[config.mk]
export PLATFORM = sky130hd
export DESIGN_NAME = posit_accum_ctrl
export DESIGN_NICKNAME = d
export VERILOG_FILES = /design/src/rtl/posit_accum_ctrl.sv
export SDC_FILE = /design/constraint.sdc
export NUM_CORES = 1
export LEC_CHECK = 0
export CORE_AREA = 4 4 92 94
export CTS_BUF_LIST = sky130_fd_sc_hd__clkbuf_8
export DETAILED_ROUTE_END_ITERATION = 8
export DIE_AREA = 0 0 96 98
export PLACE_DENSITY = 0.89
export SETUP_SLACK_MARGIN = 0.1
export SLEW_MARGIN = 25
export SYNTH_ARGS = -nofsm -noshare
export SYNTH_HDL_FRONTEND = slang
export SYNTH_SLANG_ARGS = --single-unit
[constraint.sdc]
create_clock -name aclk -period 4.8 [get_ports aclk]
set_clock_uncertainty 0.1 [all_clocks]
set_input_delay 0.72 -clock aclk [delete_from_list [all_inputs] [get_ports aclk]]
set_output_delay 0.72 -clock aclk [all_outputs]
set_load 0.005 [all_outputs]
[src/rtl/posit_accum_ctrl.sv]
// Reduces each s_last-delimited group of posits to one sum by sequencing an external posit adder.
// Optional POSIT_ACC_COUNT_EN adds m_count, the saturating operand count of the group.
module posit_accum_ctrl #(
    parameter int N     = 32,
    parameter int es    = 2,
    parameter int CNT_W = 16
) (
    input  logic             aclk,
    input  logic             aresetn,
    input  logic [N-1:0]     s_data,
    input  logic             s_valid,
    input  logic             s_last,
    output logic             s_ready,
    output logic [N-1:0]     add_in1,
    output logic [N-1:0]     add_in2,
    output logic             add_start,
    input  logic [N-1:0]     add_result,
    input  logic             add_inf,
    input  logic             add_zero,
    input  logic             add_done,
    output logic [N-1:0]     m_data,
    output logic             m_inf,
    output logic             m_zero,
    output logic             m_valid,
`ifdef POSIT_ACC_COUNT_EN
    output logic [CNT_W-1:0] m_count,
`endif
    input  logic             m_ready
);

    localparam logic [N-1:0] NAR = {1'b1, {(N-1){1'b0}}};

    if (CNT_W < 1 || es < 0 || es > N - 3) begin : g_bad_params
        $error("posit_accum_ctrl: invalid parameter combination");
    end

    typedef enum logic [2:0] {IDLE, FIRST, NEXT, ISSUE, WAIT, OUT} state_t;

    state_t       state;
    state_t       state_next;
    logic [N-1:0] acc;
    logic [N-1:0] op;
    logic         nar;
    logic         zero;
    logic         last_q;
`ifdef POSIT_ACC_COUNT_EN
    logic [CNT_W-1:0] cnt;
`endif

    always_comb begin
        state_next = state;
        case (state)
            IDLE:  state_next = FIRST;
            FIRST: if (s_valid) state_next = s_last ? OUT : NEXT;
            NEXT: begin
                if (s_valid) begin
                    if (nar || s_data == NAR) state_next = s_last ? OUT : NEXT;
                    else                      state_next = ISSUE;
                end
            end
            ISSUE: state_next = WAIT;
            WAIT:  if (add_done) state_next = last_q ? OUT : NEXT;
            OUT:   if (m_ready) state_next = FIRST;
            default: state_next = IDLE;
        endcase
    end

    // zero tracks acc==0 via the adder's own flag instead of a wide compare of acc
    always_ff @(posedge aclk) begin
        if (!aresetn) begin
            state   <= IDLE;
            s_ready <= 1'b0;
            acc     <= '0;
            op      <= '0;
            nar     <= 1'b0;
            zero    <= 1'b0;
            last_q  <= 1'b0;
`ifdef POSIT_ACC_COUNT_EN
            cnt     <= '0;
`endif
        end else begin
            state   <= state_next;
            s_ready <= (state_next == FIRST) || (state_next == NEXT);
            case (state)
                FIRST: begin
                    if (s_valid) begin
                        acc  <= s_data;
                        nar  <= (s_data == NAR);
                        zero <= (s_data == '0);
`ifdef POSIT_ACC_COUNT_EN
                        cnt  <= CNT_W'(1);
`endif
                    end
                end
                NEXT: begin
                    if (s_valid) begin
                        op     <= s_data;
                        last_q <= s_last;
                        if (s_data == NAR) nar <= 1'b1;
`ifdef POSIT_ACC_COUNT_EN
                        if (cnt != '1) cnt <= cnt + CNT_W'(1);
`endif
                    end
                end
                WAIT: begin
                    if (add_done) begin
                        acc  <= add_result;
                        zero <= add_zero;
                        if (add_inf) nar <= 1'b1;
                    end
                end
                OUT: begin
                    if (m_ready) begin
                        acc  <= '0;
                        nar  <= 1'b0;
                        zero <= 1'b0;
`ifdef POSIT_ACC_COUNT_EN
                        cnt  <= '0;
`endif
                    end
                end
                default: ;
            endcase
        end
    end

    assign add_in1   = acc;
    assign add_in2   = op;
    assign add_start = (state == ISSUE);
    assign m_valid   = (state == OUT);
    assign m_data    = !m_valid ? '0 : (nar ? NAR : acc);
    assign m_inf     = m_valid && nar;
    assign m_zero    = m_valid && !nar && zero;
`ifdef POSIT_ACC_COUNT_EN
    assign m_count   = cnt;
`endif

endmodule

==> reports/metrics.yaml, run 1 <==
worst_setup_path:
  path_depth: 5
  crit_fanout: 32
  critPathRequiredTime_ps: 3980
  worst-setup-path-type: "flop to primary output"
  cp_slowest_cell: "nor2_4"
  critical-path-max-stage-delay_ps: 550
  start_kind: "flop"
  cp_data_arrival_time_ps: 2530
  cp-end-kind: "primary output"
  path_cells: "nor2b_2, nand2_1, nor2_4, and2_1, clkdlybuf4s50_1"
  crit_family: "simple AND/OR/NAND/NOR gates"
  r2r_cells: 6
  cp.buffers_inverters: 1
logic_synthesis:
  syn_area_per_cell_um2: 7.72
  ys_async_sr_fraction: 0
  synth_cell_types: 39
  synth-edff-count: 0
  synth_seq_cells: 71
  synthXorXnorAreaFrac: 0
  synth_fp_nets: 513
  synth.area.mux_share: 0
  yosysSeqAreaShare: 0.417
  yosysWarnings: 0
  ys.flop_type: "dfxtp_1"
  synth-compound-area-share: 0.233
  synthCells: 441
  synth-adder-area-share: 0
  syn_area_um2: 3410
  synthSimpleGateAreaFrac: 0.294
  synth_top_family_by_area: "simple AND/OR/NAND/NOR gates"
clocking:
  clk_path_buf_depth: 2
  numCtsBuffers: 9
  h-tree-depth: 3
  clock_sink_count: 71
  clk_latency_ps: 340
  cts_resized: 0
  path_clk_slew_ps: 70
  cts_root_buf: "clkbuf_8"
  cts_setup_buffers: 0
  cts_tree: "yes"
  cts_hold_buf: 0
power_and_ir_drop:
  peakVddDrop_mv: 0.192
  cellLeakagePower_nw: 1.98
  power_density_nw_per_um2: 270
  power_w: 0.00143
sta:
  setup_viol: 0
  setup_tns_ps: 0
  post-route-period-util: 0.699
  slew_headroom: 0.359
  grt_setup_unrepaired: "false"
  slew_violations: 0
  worst_pin_slew_ps: 960
  hold_violations: 0
  fmax_ghz: 0.298
  min_period_ps: 3350
floorplanning:
  core_area_um2: 7650
  die-area_um2: 9410
  io_pins: 173
  die_height_um: 98
  placement_rows: 32
  start_util: 0.445
  fp.dieW_um: 96
global_routing:
  overflow: 0
  grtUsageMet3: 0.0709
  grt_max_degree: 69
  use_met1: 0.304
  grt_use_met2: 0.443
  globalRoute.busiestLayer: "met2"
  grt_pass1_wl_mm: 18.9
  antenna_found_initial: 0
  groute.usage.overall: 0.259
  first_global_vias: 3693
placement:
  post-place-cells: 681
  hpwl_mm: 8.75
  port_buffers: 172
  gp_congestion: 0.923
min_path:
  holdPathStages: 2
  hold_class: "flop to flop"
routing:
  wl_per_cell_um: 17.6
  drt_first_pass_iters: 5
  drc: 0
  vias_per_cell: 5.48
  ant_nets: 0
  routed_wl_mm: 12.2
  drt_iter0_markers: 200
  via_count: 3809
finish:
  final_cells: 695
  area_delta_synth_final_pct: 55.8
  layout_commonest_cell: "clkdlybuf4s50_1"
  layout-drive-gt1-share: 0.0455
  num_antenna_cells: 0
  nFillCells: 610
  fin_nets: 662
  final_cell_mix: "172 x clkdlybuf4s50_1, 71 x dfxtp_1, 70 x a21oi_1"
outcome:
  outcome: "finished, final reports clean"
flow_run:
  maxCapViolCount: 0
-- worst register-to-register path, delay by kind of cell (launching register included) --
kind / cells / cell delay (ps)
buffers and inverters: 1 / 500
AND/OR/NAND/NOR: 1 / 250
AO/OA/AOI/OAI: 4 / 1020
flip-flops: 1 / 630
-- registers in the layout (all words and copies together) (netlist names) --
| name | cells |
|---|---|
| state | 3 |
| s_ready | 1 |
| nar | 1 |
| add_in2 | 32 |
| add_in1 | 32 |
| last_q | 1 |
| zero | 1 |
-- area by class of cell --
| cell class | count | area [µm²] | area share |
|---|---|---|---|
| Tap cell | 102 | 128 | 0.0241 |
| Clock buffer | 11 | 151 | 0.0285 |
| Timing Repair Buffer | 176 | 1750 | 0.330 |
| Clock inverter | 3 | 12.5 | 0.00236 |
| Inverter | 6 | 25.0 | 0.00472 |
| Multi-Input combinational cell | 326 | 1820 | 0.342 |
| Sequential cell | 71 | 1420 | 0.268 |
-- synth_stat cells, types with 3 or more instances --
master / count / area (µm²)
a211oi_1: 32 / 240
a21oi_1: 70 / 350
and2_1: 35 / 219
and3_1: 33 / 206
buf_2: 13 / 65.1
clkbuf_1: 23 / 86.3
dfxtp_1: 71 / 1420
inv_1: 5 / 18.8
nand2_1: 69 / 259
nor2_1: 40 / 150
nor2b_1: 4 / 25.0
nor4_1: 3 / 18.8
nor4_2: 4 / 50.1
o211a_1: 3 / 30.0
o21ai_0: 5 / 25.0
-- through the flow --
step / hold WS [ps] / util / worst slack, ps / cell area, µm²
2_1_floorplan: 350 / - / 2730 / 3410
3_3_place_gp: 342 / 0.671 / 1620 / 5130
3_5_place_dp: 346 / 0.672 / 1470 / 5140
4_1_cts: 356 / 0.693 / 1100 / 5300
5_1_grt: 377 / 0.694 / 1260 / 5310
6_report: 354 / 0.694 / 1450 / 5310
-- where the power goes --
part / total [W] / internal [W] / switching [W]
Combinational: 0.000336 / 0.000182 / 0.000154
Clock: 0.000417 / 0.000206 / 0.000211
Sequential: 0.000681 / 0.000636 / 0.0000450
Total: 0.00143 / 0.00102 / 0.000411
-- final timing paths --
| path | to | startpoint | slack, ps |
|---|---|---|---|
| worst max-delay path | m_data[4] | state[2] | 1450 |
| worst min-delay path | add_in2[21] | add_in2[21] | 350 |
| worst max register to register | zero | state[0] | 2200 |
| worst min register to register | add_in2[21] | add_in2[21] | 350 |
-- cell families (layout without fill, tap and decap cells) --
logic type             Yosys count  after routing
and+or+nand+nor                199            199
AOI/OAI and AO/OA              127            127
DFF                             71             71
buffers and inverters           44            196
-- routing by layer --
metal | wire length [µm] | share of wire | up-vias
li1 | - | - | 1837
met1 | 4760 | 0.39 | 1765
met2 | 6090 | 0.50 | 189
met3 | 1150 | 0.094 | 18
met4 | 227 | 0.019 | 0
met5 | 0 | 0 | -
Power figures use the tool's default switching activity.
==> run 2, diff against run 1 <==
- CORE_AREA: 4 4 92 94 -> 4 4 97 99
- DIE_AREA: 0 0 96 98 -> 0 0 101 103
- PLACE_DENSITY: 0.89 -> 0.81
- clock period: 4.8 -> 3.2 ns (I/O delays scaled with it)
==> run 2 against run 1 <==
- first-iteration DRC count is 20% lower
- final cell count grew 2.0%
- hold slack improved by 2.7 ps
- worst setup slack got worse by 1100 ps
- final area rose by 2.5%
- wire length up 0.32%
- die area is 11% higher
- critical path type unchanged
- largest power group unchanged
==> reports/metrics.yaml, run 2 (synthesized netlist as in run 1, its figures left out) <==
placement:
  port_buffers: 172
  hpwl_mm: 9.01
  placed_cell_area_um2: 5200
  gp_congestion: 0.897
finish:
  fin_nets: 668
  layout_commonest_cell: "clkdlybuf4s50_1"
  layout-drive-gt1-share: 0.0582
  final_cell_mix: "172 x clkdlybuf4s50_1, 71 x dfxtp_1, 70 x a21oi_1"
  seq_area_um2: 1420
  nFillCells: 745
  area_delta_synth_final_pct: 59.7
  multi_input_area_um2: 1810
  stdcell_area_um2: 5440
  num_antenna_cells: 0
power_and_ir_drop:
  intPower_w: 0.00175
  p_comb_frac: 0.215
  sequentialPowerShare: 0.427
  power_density_nw_per_um2: 440
  netSwitchingFraction: 0.269
  p_clk_frac: 0.359
  peakVddDrop_mv: 0.235
  p_sw_w: 0.000642
  cellLeakagePower_nw: 2.04
clocking:
  path_clk_slew_ps: 80
  cts_hold_buf: 0
  clk_path_buf_depth: 2
  cts_root_buf: "clkbuf_8"
  clk_latency_ps: 330
  cts_resized: 0
  numCtsBuffers: 9
  clock_sink_count: 71
  cts_tree: "yes"
  cts_setup_buffers: 0
  h-tree-depth: 3
sta:
  hold_violations: 0
  slew_violations: 0
  setup_tns_ps: 0
  fmax_ghz: 0.346
  slew_headroom: 0.540
  worst_pin_slew_ps: 691
  setup_viol: 0
  post-route-period-util: 0.904
  grt_setup_unrepaired: "false"
  min_period_ps: 2890
global_routing:
  overflow: 0
  grt_pass1_wl_mm: 18.9
  first_global_vias: 3785
  groute.usage.overall: 0.232
  antenna_found_initial: 0
  grt_max_degree: 55
floorplanning:
  placement_rows: 34
  core_area_um2: 8550
  io_pins: 173
  die_height_um: 103
  die-area_um2: 10400
  fp.dieW_um: 101
  start_util: 0.398
worst_setup_path:
  worst-setup-path-type: "flop to primary output"
  crit_fanout: 32
  reg2reg_slack_ps: 790
  crit_start: "state[2]"
  reg2reg_to: "s_ready"
  start_kind: "flop"
  cp-end-kind: "primary output"
  cp_data_arrival_time_ps: 2310
  r2r_cells: 6
  critPathRequiredTime_ps: 2620
  rr_startpoint: "state[0]"
min_path:
  hold_class: "flop to flop"
  min_to: "add_in2[23]"
  min_from: "add_in2[23]"
  holdPathStages: 2
routing:
  wl_per_cell_um: 17.3
  ant_nets: 0
  drc: 0
  drt_first_pass_iters: 5
  drt_iter0_markers: 161
  routed_wl_mm: 12.3
  via_count: 3851
  vias_per_cell: 5.43
flow_run:
  maxCapViolCount: 0
outcome:
  outcome: "finished, final reports clean"
[run 2: area by class of cell]
| class | instances | area share |
|---|---|---|
| multi-input cells | 326 | 0.333 |
| repair buffers | 182 | 0.333 |
| flip-flops and latches | 71 | 0.261 |
| well taps | 108 | 0.0248 |
| clock buffers | 9 | 0.0228 |
| clock inverters | 7 | 0.0209 |
| inverters | 6 | 0.00414 |
[run 2: worst max path at each step]
stage                       to  slack (ps)  cells after the start
finish              m_data[25]         310                      6
global route        m_data[28]         140                      6
CTS                 m_data[28]         300                      6
detailed placement  m_data[25]         690                      6
global placement          zero         760                      7
floorplan           m_data[10]        1370                      6
[run 2: worst max-delay path: stages (launching register included)]
cell	delay (ps)
dfxtp_1	520
nor2b_2	240
nand2_1	120
nor2_2	120
buf_4	280
and2_1	180
clkdlybuf4s50_1	510
[run 2: power by group through the flow]
stage          clock [W]  sequential (W)  combinational (W)
2_1_floorplan          0         0.00102           0.000226
3_3_place_gp           0         0.00104           0.000500
3_5_place_dp           0         0.00104           0.000512
4_1_cts         0.000873         0.00102           0.000514
5_1_grt         0.000922         0.00103           0.000560
6_report        0.000857         0.00102           0.000513
[run 2: per-stage QoR]
step	std cells	hold slack, ps	worst slack, ps	power (W)	utilization
6_report	709	357	307	0.00239	0.636
5_1_grt	709	382	143	0.00251	0.636
4_1_cts	709	359	302	0.00241	0.636
3_5_place_dp	693	348	685	0.00155	0.608
3_3_place_gp	693	342	757	0.00154	0.608
2_1_floorplan	441	350	1370	0.00125	-
[run 2: layer usage]
metal | vias up | GRT usage | share of wire
li1 | 1840 | - | -
met1 | 1781 | 0.276 | 0.39
met2 | 205 | 0.401 | 0.48
met3 | 25 | 0.0602 | 0.10
met4 | 0 | 0.0941 | 0.024
met5 | - | 0 | 0
